`src/rtl/ov7670_pkg.sv`:
```
// Shared types and constants for the OV7670 init sequencer and its table ROM.
package ov7670_pkg;

    typedef enum logic [3:0] {
        S_IDLE,
        S_PWRUP,
        S_FETCH,
        S_ISSUE,
        S_WAIT_HI,
        S_WAIT_LO,
        S_DELAY,
        S_NEXT_CAM,
        S_DONE,
        S_ERROR,
        S_H_ISSUE,
        S_H_WAIT_HI,
        S_H_WAIT_LO
    } seq_state_t;

    localparam logic [7:0]  OV7670_WR_ID = 8'h42;
    localparam logic [7:0]  OV7670_RD_ID = 8'h43;

    localparam logic [15:0] TBL_END   = 16'hFFFF;
    localparam logic [7:0]  TBL_DELAY = 8'hF0;

    localparam int unsigned ROM_DEPTH = 8;
    localparam int unsigned IDX_W     = $clog2(ROM_DEPTH);

    // True when a table entry is a millisecond delay rather than a register write.
    function automatic logic is_delay_entry(input logic [15:0] entry);
        return (entry[15:8] == TBL_DELAY) && (entry != TBL_END);
    endfunction

endpackage

```
`src/rtl/ov7670_init_rom.sv`:
```
// Sensor configuration table: {addr, val} writes, F0nn delays, FFFF terminator.
module ov7670_init_rom
    import ov7670_pkg::*;
(
    input  logic [IDX_W-1:0] idx,
    output logic [15:0]      entry
);

    // Combinational lookup so the sequencer can decode an entry in one cycle.
    always_comb begin
        entry = TBL_END;
        case (idx)
            IDX_W'(0): entry = 16'h1280;
            IDX_W'(1): entry = 16'hF00A;
            IDX_W'(2): entry = 16'h1204;
            IDX_W'(3): entry = 16'h40D0;
            IDX_W'(4): entry = 16'hF003;
            IDX_W'(5): entry = 16'h3A04;
            IDX_W'(6): entry = TBL_END;
            default:   entry = TBL_END;
        endcase
    end

endmodule

```
`src/rtl/ov7670_sccb_seq.sv`:
```
// Walks the init table for each camera over the shared SCCB master, then
// serves PS register accesses so host and init traffic never overlap.
module ov7670_sccb_seq
    import ov7670_pkg::*;
#(
    parameter int unsigned CLOCK_FREQ   = 125_000_000,
    parameter int unsigned CAM_COUNT    = 2,
    parameter int unsigned POWERUP_MS   = 10,
    parameter int unsigned BUSY_TIMEOUT = 2**20,
    parameter bit          AUTO_START   = 1'b1
) (
    input  logic        sysclk,
    input  logic        n_rst,
    input  logic        start,
    output logic        sccb_req,
    output logic [23:0] sccb_send_data,
    input  logic        sccb_busy,
    input  logic [7:0]  sccb_recv_data,
    output logic        cam_sel,
    input  logic        host_req,
    input  logic        host_cam,
    input  logic [23:0] host_data,
    output logic        host_busy,
    output logic [7:0]  host_recv,
    output logic        init_done,
    output logic        init_err
);

    localparam int unsigned TICK_CYC    = CLOCK_FREQ / 1000;
    localparam logic [31:0] PWRUP_CYC   = 32'(POWERUP_MS * TICK_CYC);
    localparam logic [31:0] TIMEOUT_CYC = 32'(BUSY_TIMEOUT);

    seq_state_t       state_q, state_d;
    logic [IDX_W-1:0] idx_q, idx_d;
    logic [31:0]      cnt_q, cnt_d;
    logic             sccb_req_q, sccb_req_d;
    logic [23:0]      send_q, send_d;
    logic             cam_sel_q, cam_sel_d;
    logic             host_busy_q, host_busy_d;
    logic [7:0]       host_recv_q, host_recv_d;
    logic             init_done_q, init_done_d;
    logic             init_err_q, init_err_d;

    logic [15:0]      rom_entry;
    logic [31:0]      delay_cyc;
    logic             idx_last;
    logic             more_cams;
    logic             wait_expired;

    ov7670_init_rom u_rom (
        .idx   (idx_q),
        .entry (rom_entry)
    );

    // The last ROM slot doubles as an implicit terminator: stepping past it ends the camera.
    assign idx_last     = (idx_q == IDX_W'(ROM_DEPTH - 1));
    assign delay_cyc    = 32'(rom_entry[7:0]) * 32'(TICK_CYC);
    assign more_cams    = (32'(cam_sel_q) < (CAM_COUNT - 1));
    assign wait_expired = ((cnt_q + 32'd1) >= TIMEOUT_CYC);

    // State and all registered outputs; synchronous reset aborts any transaction at once.
    always_ff @(posedge sysclk) begin
        if (!n_rst) begin
            state_q     <= S_IDLE;
            idx_q       <= '0;
            cnt_q       <= '0;
            sccb_req_q  <= 1'b0;
            send_q      <= '0;
            cam_sel_q   <= 1'b0;
            host_busy_q <= 1'b1;
            host_recv_q <= '0;
            init_done_q <= 1'b0;
            init_err_q  <= 1'b0;
        end else begin
            state_q     <= state_d;
            idx_q       <= idx_d;
            cnt_q       <= cnt_d;
            sccb_req_q  <= sccb_req_d;
            send_q      <= send_d;
            cam_sel_q   <= cam_sel_d;
            host_busy_q <= host_busy_d;
            host_recv_q <= host_recv_d;
            init_done_q <= init_done_d;
            init_err_q  <= init_err_d;
        end
    end

    // Next-state decision; start outranks a simultaneous host request in DONE/ERROR.
    always_comb begin
        state_d = state_q;
        case (state_q)
            S_IDLE:      if (AUTO_START || start) state_d = S_PWRUP;
            S_PWRUP:     if ((cnt_q + 32'd1) >= PWRUP_CYC) state_d = S_FETCH;
            S_FETCH: begin
                if (rom_entry == TBL_END)           state_d = S_NEXT_CAM;
                else if (is_delay_entry(rom_entry)) state_d = S_DELAY;
                else                                state_d = S_ISSUE;
            end
            S_ISSUE:     state_d = S_WAIT_HI;
            S_WAIT_HI: begin
                if (sccb_busy)         state_d = S_WAIT_LO;
                else if (wait_expired) state_d = S_ERROR;
            end
            S_WAIT_LO: begin
                if (!sccb_busy)        state_d = idx_last ? S_NEXT_CAM : S_FETCH;
                else if (wait_expired) state_d = S_ERROR;
            end
            S_DELAY: begin
                if ((cnt_q + 32'd1) >= delay_cyc) state_d = idx_last ? S_NEXT_CAM : S_FETCH;
            end
            S_NEXT_CAM:  state_d = more_cams ? S_PWRUP : S_DONE;
            S_DONE, S_ERROR: begin
                if (start)         state_d = S_PWRUP;
                else if (host_req) state_d = S_H_ISSUE;
            end
            S_H_ISSUE:   state_d = S_H_WAIT_HI;
            S_H_WAIT_HI: begin
                if (sccb_busy)         state_d = S_H_WAIT_LO;
                else if (wait_expired) state_d = S_ERROR;
            end
            S_H_WAIT_LO: begin
                if (!sccb_busy)        state_d = init_err_q ? S_ERROR : S_DONE;
                else if (wait_expired) state_d = S_ERROR;
            end
            default:     state_d = S_IDLE;
        endcase
    end

    // Datapath updates driven by the current state and the transition being taken.
    always_comb begin
        idx_d       = idx_q;
        cnt_d       = (state_d == state_q) ? (cnt_q + 32'd1) : 32'd0;
        sccb_req_d  = 1'b0;
        send_d      = send_q;
        cam_sel_d   = cam_sel_q;
        host_recv_d = host_recv_q;
        init_done_d = init_done_q;
        init_err_d  = init_err_q;
        host_busy_d = !((state_d == S_DONE) || (state_d == S_ERROR));
        case (state_q)
            S_IDLE: begin
                if (state_d == S_PWRUP) begin
                    idx_d     = '0;
                    cam_sel_d = 1'b0;
                end
            end
            S_ISSUE: begin
                sccb_req_d = 1'b1;
                send_d     = {OV7670_WR_ID, rom_entry};
            end
            S_WAIT_LO, S_DELAY: begin
                if ((state_d == S_FETCH) || (state_d == S_NEXT_CAM)) begin
                    idx_d = idx_last ? '0 : (idx_q + IDX_W'(1));
                end
            end
            S_NEXT_CAM: begin
                if (more_cams) begin
                    cam_sel_d = cam_sel_q + 1'b1;
                    idx_d     = '0;
                end else begin
                    init_done_d = 1'b1;
                end
            end
            S_DONE, S_ERROR: begin
                if (start) begin
                    idx_d       = '0;
                    cam_sel_d   = 1'b0;
                    init_done_d = 1'b0;
                    init_err_d  = 1'b0;
                end else if (host_req) begin
                    cam_sel_d = host_cam;
                    send_d    = host_data;
                end
            end
            S_H_ISSUE:   sccb_req_d = 1'b1;
            S_H_WAIT_LO: if (!sccb_busy) host_recv_d = sccb_recv_data;
            default:     ;
        endcase
        if ((state_d == S_ERROR) && (state_q != S_ERROR)) init_err_d = 1'b1;
    end

    assign sccb_req       = sccb_req_q;
    assign sccb_send_data = send_q;
    assign cam_sel        = cam_sel_q;
    assign host_busy      = host_busy_q;
    assign host_recv      = host_recv_q;
    assign init_done      = init_done_q;
    assign init_err       = init_err_q;

endmodule

```
`config.mk`:
```
export PLATFORM = sky130hd
export DESIGN_NAME = ov7670_sccb_seq
export DESIGN_NICKNAME = d
export VERILOG_FILES = /design/src/rtl/ov7670_pkg.sv /design/src/rtl/ov7670_init_rom.sv /design/src/rtl/ov7670_sccb_seq.sv
export SDC_FILE = /design/constraint.sdc
export NUM_CORES = 1
export LEC_CHECK = 0
export CAP_MARGIN = 20
export CORE_UTILIZATION = 62
export CTS_BUF_LIST = sky130_fd_sc_hd__clkbuf_16
export DETAILED_ROUTE_END_ITERATION = 8
export GPL_TIMING_DRIVEN = 0
export HOLD_SLACK_MARGIN = 0.06
export PLACE_DENSITY = 0.94
export SLEW_MARGIN = 20
export SYNTH_ARGS = -nofsm -noshare
export SYNTH_HDL_FRONTEND = slang
export SYNTH_SLANG_ARGS = --single-unit
```
`constraint.sdc`:
```
create_clock -name sysclk -period 17.4 [get_ports sysclk]
set_input_delay 3.48 -clock sysclk [delete_from_list [all_inputs] [get_ports sysclk]]
set_output_delay 3.48 -clock sysclk [all_outputs]
set_load 0.01 [all_outputs]
```
==> flow_summary.json, run 1 <==
{
  "status": "finished clean",
  "fin_skew_ns": 0.0100,
  "intPower_uw": 302,
  "dp_hpwl_um": 13100,
  "min_path_type": "reg2reg",
  "synth_cell_types": 75,
  "wl_per_cell_um": 17.9,
  "synthArstFlopShare_pct": 0,
  "cts_resized": 0,
  "cts_hold_buf": 0,
  "period_minus_slack_ns": 7.50,
  "layout.nets": 926,
  "drive_gt1_share_pct": 11.1,
  "grt_max_degree": 14,
  "first_iter_violations": 333,
  "die_h_um": 103,
  "ir_drop_mv": 0.0478,
  "rows": 36,
  "clock-root-buffer": "clkbuf_16",
  "htreeDepth": 3,
  "synth_seq_area_share_pct": 24.2,
  "drc": 0,
  "grt.overflow.total": 0,
  "portBuffers": 74,
  "whs_ns": 0.473,
  "io_pins": 75,
  "drv_slew": 0,
  "max_freq_mhz": 133,
  "required_ns": 17.62,
  "setup_tns_ns": 0,
  "grt_pass1_wl_um": 27900,
  "cp_common_cell": "ha_1",
  "max_cap_violations": 0,
  "arrival_ns": 7.72,
  "clk_latency_ns": 0.35,
  "ys_ff_latch": 76,
  "fin_area_sq_mm": 0.00749,
  "place_area_sq_mm": 0.00720,
  "syn-cell-area_sq_mm": 0.00629,
  "via_count": 5923,
  "setup_viol": 0,
  "finalCritPeriodShare_pct": 43.1,
  "synth_edf_count": 0,
  "grt_pass1_vias": 5947,
  "power_density_mw_per_mm2": 53.1,
  "endpoint_kind": "register",
  "synthToLayoutAreaGrowth_pct": 19.2,
  "combPwrFrac_pct": 8.6,
  "fillers": 724,
  "p_leak_uw": 0.00309,
  "relSlewSlack_pct": 40.0,
  "final_hold_viol_count": 0,
  "cp_slowest_cell": "a21oi_1",
  "switchingPower_uw": 96.3,
  "numCtsBuffers": 9,
  "post_cts_buffers": 0,
  "slowest_delay_ns": 0.52,
  "routed_wl_um": 17200,
  "ys_warn_count": 0,
  "p_seq_share_pct": 44.1,
  "clkPwrFrac_pct": 47.3,
  "drt.antenna.violating_nets": 0,
  "cts_sinks": 76,
  "cts_tree": "built",
  "gp_congestion": 0.899,
  "coreArea_sq_mm": 0.00982,
  "path_max_fanout": 10,
  "firstDrtPassIters": 7,
  "routed_via_density": 6.17,
  "initial_utilization_pct": 64.0,
  "diodes": 0,
  "p_sw_share_pct": 24.2,
  "synthFlopType": "dfxtp_1",
  "critPathLaunchType": "register",
  "clk_pin_slew_worst_paths_ns": 0.07,
  "rsz0062_at_grt": "false",
  "syn_area_per_cell_sq_um": 8.54,
  "die_w_um": 103,
  "synthCells": 736,
  "track_usage_pct": 34.2,
  "setup.worst_path.class": "reg2reg",
  "worst_pin_slew_ns": 0.893,
  "clockBufferDepth": 2,
  "dieArea_sq_mm": 0.0105,
  "grt_antenna_before_repair": 0
}
==> cell usage in the layout (no fill, tap or decap), types with 9 or more instances in the layout <==
| cell | n |
|---|---|
| o211ai_1 | 13 |
| nor3b_2 | 17 |
| nand4_1 | 19 |
| clkbuf_16 | 9 |
| o21ai_0 | 22 |
| nand2_1 | 75 |
| a21o_1 | 14 |
| nand2b_1 | 10 |
| and2_1 | 10 |
| nor2b_1 | 20 |
| mux2i_1 | 16 |
| nor2_1 | 40 |
| xnor2_1 | 35 |
| ha_1 | 63 |
| dfxtp_1 | 76 |
| inv_1 | 29 |
| xor2_1 | 22 |
| clkbuf_1 | 23 |
| nor3_2 | 14 |
| a21oi_1 | 36 |
| clkdlybuf4s50_1 | 74 |
| nand3_1 | 22 |
| nor3_1 | 14 |
| a21boi_0 | 16 |
==> metrics by stage <==
step	setup WS, ns	cells	total power [uW]	util (%)
after floorplan	11.32	737	199	-
after global placement	10.42	944	212	73.3
after CTS	10.04	960	399	76.3
final	9.90	960	398	76.3
after detailed placement	10.17	944	213	73.3
after global routing	9.42	960	409	76.3
==> logic make-up after synthesis <==
| group | after synthesis | share of synthesized area, % |
|---|---|---|
| and+or+nand+nor | 285 | 27.2 |
| AOI/OAI and AO/OA | 161 | 18.2 |
| DFF | 76 | 24.2 |
| buffers and inverters | 70 | 5.33 |
| adders and majority gates | 66 | 13.5 |
| xor gates and xnor gates | 59 | 8.64 |
| muxes | 18 | 2.89 |
| other | 1 | 0.0596 |
==> worst paths after layout <==
kind	startpoint	end	slack, ns	depth (start not counted)
max	idx_q[1]	cnt_q[28]	9.90	28
min	sccb_send_data[13]	sccb_send_data[13]	0.47	2
max reg2reg	idx_q[1]	cnt_q[28]	9.90	28
min reg2reg	sccb_send_data[13]	sccb_send_data[13]	0.47	2
==> layer usage <==
layer | vias up | GRT usage, % | part of all wire, %
li1 | 2812 | - | -
met1 | 2767 | 38.9 | 42
met2 | 270 | 59.8 | 48
met3 | 74 | 5.69 | 5.7
met4 | 0 | 20.9 | 4.5
met5 | - | 0 | 0
==> cell usage after synthesis, drive strengths merged, types with 3 or more instances <==
master / instances / area share, %
nor4: 7 / 1.5
ha: 63 / 13
xnor2: 35 / 4.9
a21o: 14 / 1.7
o21ai: 23 / 1.8
o31ai: 3 / 0.36
nor3: 28 / 3.3
and4: 5 / 0.70
nand3: 22 / 1.8
and2: 10 / 1.0
clkbuf: 23 / 1.4
xor2: 24 / 3.8
a22oi: 6 / 0.72
inv: 28 / 1.7
fa: 3 / 0.96
and3: 7 / 0.70
mux2i: 17 / 2.7
a211o: 3 / 0.42
nand2b: 10 / 1.0
nand4: 22 / 2.5
nor3b: 19 / 3.6
o21ba: 3 / 0.48
o21a: 3 / 0.36
a31oi: 7 / 0.70
a211oi: 6 / 0.80
or2: 7 / 0.70
dfxtp: 76 / 24
or4: 3 / 0.36
a21boi: 16 / 1.9
buf: 19 / 2.3
or3: 4 / 0.40
o211a: 5 / 0.80
nor2: 40 / 2.4
nand2: 77 / 4.8
nor2b: 20 / 2.0
a21oi: 36 / 2.9
o211ai: 14 / 1.9
==> cell type report <==
type	count	area [sq um]	share of cell area [%]
buffer	42	230	3.07
clock buffer	9	225	3.01
clock inverter	7	67.6	0.902
inverter	28	105	1.40
multi-input combinational	591	4440	59.2
sequential	76	1520	20.3
tap	133	166	2.22
timing repair buffer	74	741	9.88
==> worst max-delay path: cells and delay by family (launching register included) <==
family          cells  cell delay [ns]
simple gates        7             0.90
xor+xnor            3             0.84
compound gates      9             2.47
fa+ha+maj           5             1.64
buf+inv             4             1.07
flops               1             0.43
==> power by group through the flow <==
stage          combinational (uW)  clock [uW]  sequential [uW]
6_report                     34.3         188              175
4_1_cts                      33.9         189              175
5_1_grt                      36.5         197              175
3_5_place_dp                 33.6           0              179
3_3_place_gp                 32.7           0              179
2_1_floorplan                19.7           0              179
==> flip-flops by register name (all words and copies together) (netlist names) <==
name and count:
cam_sel 1, cnt_q 32, host_busy 1, host_recv 8
idx_q 3, init_done 1, init_err 1, sccb_req 1
sccb_send_data 24, state_q 4
Power figures use the tool's default switching activity.
==> run 2: changes to the inputs <==
--- a/config.mk
+++ b/config.mk
@@ -6,12 +6,12 @@
 export NUM_CORES = 1
 export LEC_CHECK = 0
 export CAP_MARGIN = 20
-export CORE_UTILIZATION = 62
+export CORE_UTILIZATION = 57
 export CTS_BUF_LIST = sky130_fd_sc_hd__clkbuf_16
 export DETAILED_ROUTE_END_ITERATION = 8
 export GPL_TIMING_DRIVEN = 0
 export HOLD_SLACK_MARGIN = 0.06
-export PLACE_DENSITY = 0.94
+export PLACE_DENSITY = 0.88
 export SLEW_MARGIN = 20
 export SYNTH_ARGS = -nofsm -noshare
 export SYNTH_HDL_FRONTEND = slang
==> constraint.sdc (replaced) <==
create_clock -name sysclk -period 7.6 [get_ports sysclk]
set_input_delay 1.52 -clock sysclk [delete_from_list [all_inputs] [get_ports sysclk]]
set_output_delay 1.52 -clock sysclk [all_outputs]
set_load 0.01 [all_outputs]
==> run 2 against run 1 <==
Compared with the run above:
- core utilization is 4.9 points lower
- critical path type unchanged
- global-route usage is 4.0 points lower
- sequential share of layout area hardly changed
- highest routed layer unchanged
- clock power is 130% higher
- largest cell class unchanged
- clock skew is 0.0067 ns lower
- largest power group unchanged
- power is 130% higher
- cell count is 0.31% higher
- maximum frequency is 2.7% higher
==> flow_summary.json, run 2 (synthesis results as in run 1) <==
{
  "grt.overflow.total": 0,
  "period_minus_slack_ns": 7.31,
  "min_to": "sccb_send_data[4]",
  "clockBufferDepth": 2,
  "regMostFlops": "cnt_q",
  "routed_via_density": 6.20,
  "dieArea_sq_mm": 0.0115,
  "firstDrtPassIters": 5,
  "grt_pass1_wl_um": 27700,
  "die_h_um": 107,
  "grt.busiest_layer": "met2",
  "rrSetupSlack_ns": 0.29,
  "wl_per_cell_um": 17.9,
  "layout.nets": 926,
  "status": "finished clean",
  "routed_wl_um": 17200,
  "ir_drop_mv": 0.140,
  "largest_reg_flops": 32,
  "synthToLayoutAreaGrowth_pct": 19.3,
  "grtUsageMet1_pct": 34.9,
  "required_ns": 7.83,
  "max_freq_mhz": 137,
  "regToRegStartpoint": "idx_q[0]",
  "slowest_delay_ns": 0.50,
  "drv_slew": 0,
  "coreArea_sq_mm": 0.0105,
  "via_count": 5966,
  "cts_sinks": 76,
  "r2r-end": "cnt_q[14]",
  "endpoint_kind": "register",
  "min_path_type": "reg2reg",
  "multiInputGateArea_sq_mm": 0.00444,
  "grt_use_met2_pct": 52.9,
  "worst_pin_slew_ns": 1.04,
  "cts_tree": "built",
  "setup.worst_path.class": "reg2reg",
  "drt.antenna.violating_nets": 0,
  "use_met3_pct": 5.90,
  "finalCritPeriodShare_pct": 96.2,
  "relSlewSlack_pct": 28.9,
  "p_leak_uw": 0.00309,
  "setup_tns_ns": 0,
  "drive_gt1_share_pct": 11.2,
  "clk_pin_slew_worst_paths_ns": 0.06,
  "fin_skew_ns": 0.00335,
  "arrival_ns": 7.54,
  "diodes": 0,
  "grt_max_degree": 14,
  "power_density_mw_per_mm2": 122,
  "r2r_cells": 28,
  "clock-root-buffer": "clkbuf_16",
  "cts_hold_buf": 0,
  "final_hold_viol_count": 0,
  "max_cap_violations": 0,
  "rsz0062_at_grt": "false",
  "dp_hpwl_um": 13100,
  "path_max_fanout": 10,
  "seq_area_sq_mm": 0.00152,
  "holdPathStages": 2,
  "io_pins": 75,
  "fin_cells": 963,
  "dp_cells": 947,
  "clk_latency_ns": 0.34,
  "total_power_uw": 917,
  "htreeDepth": 3,
  "drc": 0,
  "portBuffers": 74,
  "cp_common_cell": "ha_1",
  "grt_pass1_vias": 6058,
  "initial_utilization_pct": 59.8,
  "gp_congestion": 0.894,
  "final_common_cell": "dfxtp_1",
  "setup_viol": 0,
  "first_iter_violations": 535,
  "numCtsBuffers": 9,
  "layout_common_cells": "dfxtp_1, nand2_1, clkdlybuf4s50_1",
  "grt_antenna_before_repair": 1,
  "critPathLaunchType": "register",
  "min_from": "sccb_send_data[4]",
  "track_usage_pct": 30.2,
  "die_w_um": 107,
  "cp_slowest_cell": "fa_1",
  "fillers": 756,
  "rows": 37
}
-- run 2: critical path: cells and delay by family (launching register included) --
kind / cells / cell delay [ns]
xor+xnor: 3 / 0.87
buf+inv: 4 / 1.03
simple gates: 6 / 0.84
fa+ha+maj: 5 / 1.63
flops: 1 / 0.39
compound gates: 10 / 2.42
-- run 2: per-layer routing --
| metal | up-vias | wire length [um] |
|---|---|---|
| met5 | - | 0 |
| met4 | 0 | 575 |
| met3 | 57 | 1170 |
| met2 | 251 | 8540 |
| met1 | 2850 | 6950 |
| li1 | 2808 | - |
-- run 2: worst max path at each step --
stage / startpoint / end / slack (ns) / cells after the start
after floorplan: idx_q[1] / cnt_q[4] / 1.52 / 28
after global placement: idx_q[1] / cnt_q[31] / 0.44 / 28
after detailed placement: idx_q[1] / cnt_q[14] / 0.23 / 28
after CTS: idx_q[1] / cnt_q[14] / 0.18 / 28
after global routing: idx_q[0] / cnt_q[17] / 0.02 / 28
final: idx_q[0] / cnt_q[14] / 0.29 / 28
-- run 2: report_power, final --
part           internal (uW)  total [uW]  switching (uW)
sequential               400         402            2.04
clock                    253         434             181
combinational           37.7        81.2            43.5
total                    691         917             226
-- run 2: cell type report --
cell class	instances	share of cell area (%)
Multi-Input combinational cell	591	59.2
Sequential cell	76	20.3
Timing Repair Buffer	74	9.87
Buffer	42	3.09
Clock buffer	9	3.00
Tap cell	136	2.27
Inverter	28	1.40
Clock inverter	7	0.917
-- run 2: stage by stage --
stage | area, sq um | utilization, % | setup WS [ns] | hold WS [ns]
6_report | 7500 | 71.4 | 0.291 | 0.468
2_1_floorplan | 6290 | - | 1.52 | 0.485
5_1_grt | 7500 | 71.4 | 0.0247 | 0.500
3_3_place_gp | 7200 | 68.5 | 0.438 | 0.453
4_1_cts | 7500 | 71.3 | 0.178 | 0.470
3_5_place_dp | 7200 | 68.5 | 0.225 | 0.463
-- run 2: timing repair --
item | CTS | global route
hold endpoints to repair | 0 | 0
gates resized for setup | 0 | 3
setup buffers | 0 | 0
setup endpoints to repair | 0 | 35
==> run 3: changes to the inputs <==
--- a/config.mk
+++ b/config.mk
@@ -6,13 +6,14 @@
 export NUM_CORES = 1
 export LEC_CHECK = 0
 export CAP_MARGIN = 20
-export CORE_UTILIZATION = 57
+export CORE_UTILIZATION = 58
 export CTS_BUF_LIST = sky130_fd_sc_hd__clkbuf_16
 export DETAILED_ROUTE_END_ITERATION = 8
 export GPL_TIMING_DRIVEN = 0
 export HOLD_SLACK_MARGIN = 0.06
-export PLACE_DENSITY = 0.88
+export PLACE_DENSITY = 0.89
 export SLEW_MARGIN = 20
 export SYNTH_ARGS = -nofsm -noshare
 export SYNTH_HDL_FRONTEND = slang
+export SYNTH_HIERARCHICAL = 1
 export SYNTH_SLANG_ARGS = --single-unit
==> run 3 against run 2 <==
Compared with the run above:
- core utilization shrank 0.21 points
- register-to-register slack improved by 0.15 ns
- setup slack improved by 0.15 ns
- sequential power is essentially flat
- synthesized area increased by 8.3%
- cell count grew 3.6%
- flip-flop and latch count is the same
- critical path depth did not move
- critical path type unchanged
==> flow_summary.json, run 3 <==
{
  "min_to": "init_done",
  "regToRegStartpoint": "idx_q[0]",
  "finalCritPeriodShare_pct": 94.2,
  "drc": 0,
  "die_w_um": 110,
  "ys_ff_latch": 76,
  "final_util_pct": 71.2,
  "clkPwrFrac_pct": 52.2,
  "layout_common_cells": "ha_1, dfxtp_1, clkdlybuf4s50_1",
  "synth_cell_types": 71,
  "drive_gt1_share_pct": 10.5,
  "grt_pass1_wl_um": 28200,
  "pre_cts_slack_ns": -0.261,
  "syn-cell-area_sq_mm": 0.00681,
  "slowest_delay_ns": 0.54,
  "first_iter_violations": 657,
  "drt.antenna.violating_nets": 0,
  "via_count": 6353,
  "clk_latency_ns": 0.35,
  "clock-root-buffer": "clkbuf_16",
  "cp_slowest_cell": "fa_1",
  "routed_via_density": 6.37,
  "syn_area_per_cell_sq_um": 8.92,
  "relSlewSlack_pct": 41.1,
  "fin_area_sq_mm": 0.00813,
  "ir_drop_mv": 0.104,
  "wl_per_cell_um": 18.4,
  "setup_slack_ns": 0.437,
  "critPathLaunchType": "register",
  "p_sw_share_pct": 21.6,
  "synth_largest_area_cell": "dfxtp_1",
  "synth_edf_count": 0,
  "largest_reg_flops": 32,
  "final_hold_viol_count": 0,
  "r2r_cells": 28,
  "power_density_mw_per_mm2": 117,
  "setup_viol": 0,
  "synthFlopType": "dfxtp_1",
  "yosysTopAreaCellShare_pct": 22.4,
  "setup_tns_ns": 0,
  "setup.worst_path.class": "reg2reg",
  "grt_antenna_before_repair": 0,
  "synthArstFlopShare_pct": 0,
  "fin_skew_ns": 0.00817,
  "clk_pin_slew_worst_paths_ns": 0.06,
  "synth_common_cells": "ha_1, dfxtp_1, nand2_1",
  "htreeDepth": 3,
  "holdPathStages": 2,
  "cts_tree": "built",
  "regMostFlops": "cnt_q",
  "initial_utilization_pct": 59.6,
  "min_from": "init_done",
  "track_usage_pct": 29.8,
  "required_ns": 7.79,
  "layout.nets": 986,
  "switchingPower_uw": 206,
  "post-synth-top-count-cell": "ha_1",
  "coreArea_sq_mm": 0.0114,
  "ys_warn_count": 6,
  "endpoint_kind": "register",
  "max_freq_mhz": 140,
  "grt_max_degree": 14,
  "intPower_uw": 748,
  "whs_ns": 0.466,
  "routed_wl_um": 18300,
  "period_minus_slack_ns": 7.16,
  "r2r-end": "cnt_q[31]",
  "dp_hpwl_um": 13200,
  "p_seq_share_pct": 42.0,
  "dieArea_sq_mm": 0.0122,
  "min_path_type": "reg2reg",
  "max_cap_violations": 0,
  "grt.overflow.total": 0,
  "gp_congestion": 0.936,
  "clockBufferDepth": 2,
  "rows": 39,
  "synth_area_leaders": "dfxtp_1, ha_1, fa_1, nor4b_2, xnor2_1",
  "synth_seq_area_share_pct": 22.4,
  "rrSetupSlack_ns": 0.44,
  "firstDrtPassIters": 6,
  "place_area_sq_mm": 0.00773,
  "arrival_ns": 7.36,
  "portBuffers": 73,
  "die_h_um": 110,
  "combPwrFrac_pct": 5.8,
  "drv_slew": 0,
  "grt_pass1_vias": 5936,
  "synthToLayoutAreaGrowth_pct": 19.4,
  "numCtsBuffers": 9,
  "diodes": 0,
  "cts_sinks": 76,
  "io_pins": 75,
  "worst_pin_slew_ns": 0.877,
  "path_max_fanout": 10,
  "status": "finished clean",
  "synthCells": 763,
  "final_common_cell": "ha_1",
  "p_leak_uw": 0.00342,
  "synth_nets": 899
}
run 3: logic make-up after synthesis:
family | share of synthesized area [%]
simple gates | 26.7
compound gates | 15.1
fa+ha+maj | 19.9
buf+inv | 5.68
flops | 22.4
xor+xnor | 6.31
mux | 4.03
run 3: how the worst max path moves through the flow:
stage          startpoint   endpoint  slack, ns  depth (start not counted)
2_1_floorplan    idx_q[1]   cnt_q[4]       0.93                         28
3_3_place_gp     idx_q[1]   cnt_q[1]      -0.10                         28
3_5_place_dp     idx_q[1]   cnt_q[1]      -0.26                         28
4_1_cts          idx_q[1]   cnt_q[8]       0.09                         28
5_1_grt          idx_q[0]   cnt_q[8]      -0.04                         28
6_report         idx_q[0]  cnt_q[31]       0.44                         28
run 3: worst max-delay path: cells and delay by family, from the launching register on:
family,cells,cell delay [ns]
muxes,1,0.43
DFF,1,0.40
xor gates and xnor gates,2,0.53
adders and majority gates,6,2.40
buffers and inverters,4,0.65
AOI/OAI and AO/OA,7,1.22
and+or+nand+nor,8,1.37
run 3: layout make-up:
class	instances	area (sq um)
Fill cell	806	3290
Clock buffer	9	225
Buffer	39	213
Sequential cell	76	1520
Clock inverter	7	115
Tap cell	143	179
Inverter	47	176
Timing Repair Buffer	76	753
Multi-Input combinational cell	601	4940
run 3: routing by layer:
metal / GRT usage [%] / vias up / part of all wire, %
met5: 0 / - / 0
met4: 14.8 / 0 / 3.8
met3: 3.59 / 72 / 6.7
met2: 50.2 / 335 / 48
met1: 37.6 / 2978 / 41
li1: - / 2968 / -
run 3: what timing repair did:
action | CTS | global route
gates resized for setup | 2 | 7
hold endpoints to repair | 0 | 0
cloned | 0 | 0
buffers inserted | 0 | 2
pin swaps | 0 | 1
endpoints found under the setup margin | 31 | 35
hold buffers | 0 | 0
run 3: power by group through the flow:
stage	clock network (uW)	registers [uW]	logic, uW
2_1_floorplan	0	409	26.1
3_3_place_gp	0	410	52.9
3_5_place_dp	0	410	53.4
4_1_cts	496	401	53.9
5_1_grt	509	401	58.0
6_report	498	401	55.0
run 3: metrics by stage:
| stage | instances | power, uW |
|---|---|---|
| final | 998 | 954 |
| after global routing | 998 | 968 |
| after CTS | 996 | 950 |
| after detailed placement | 980 | 463 |
| after global placement | 979 | 463 |
| after floorplan | 763 | 435 |
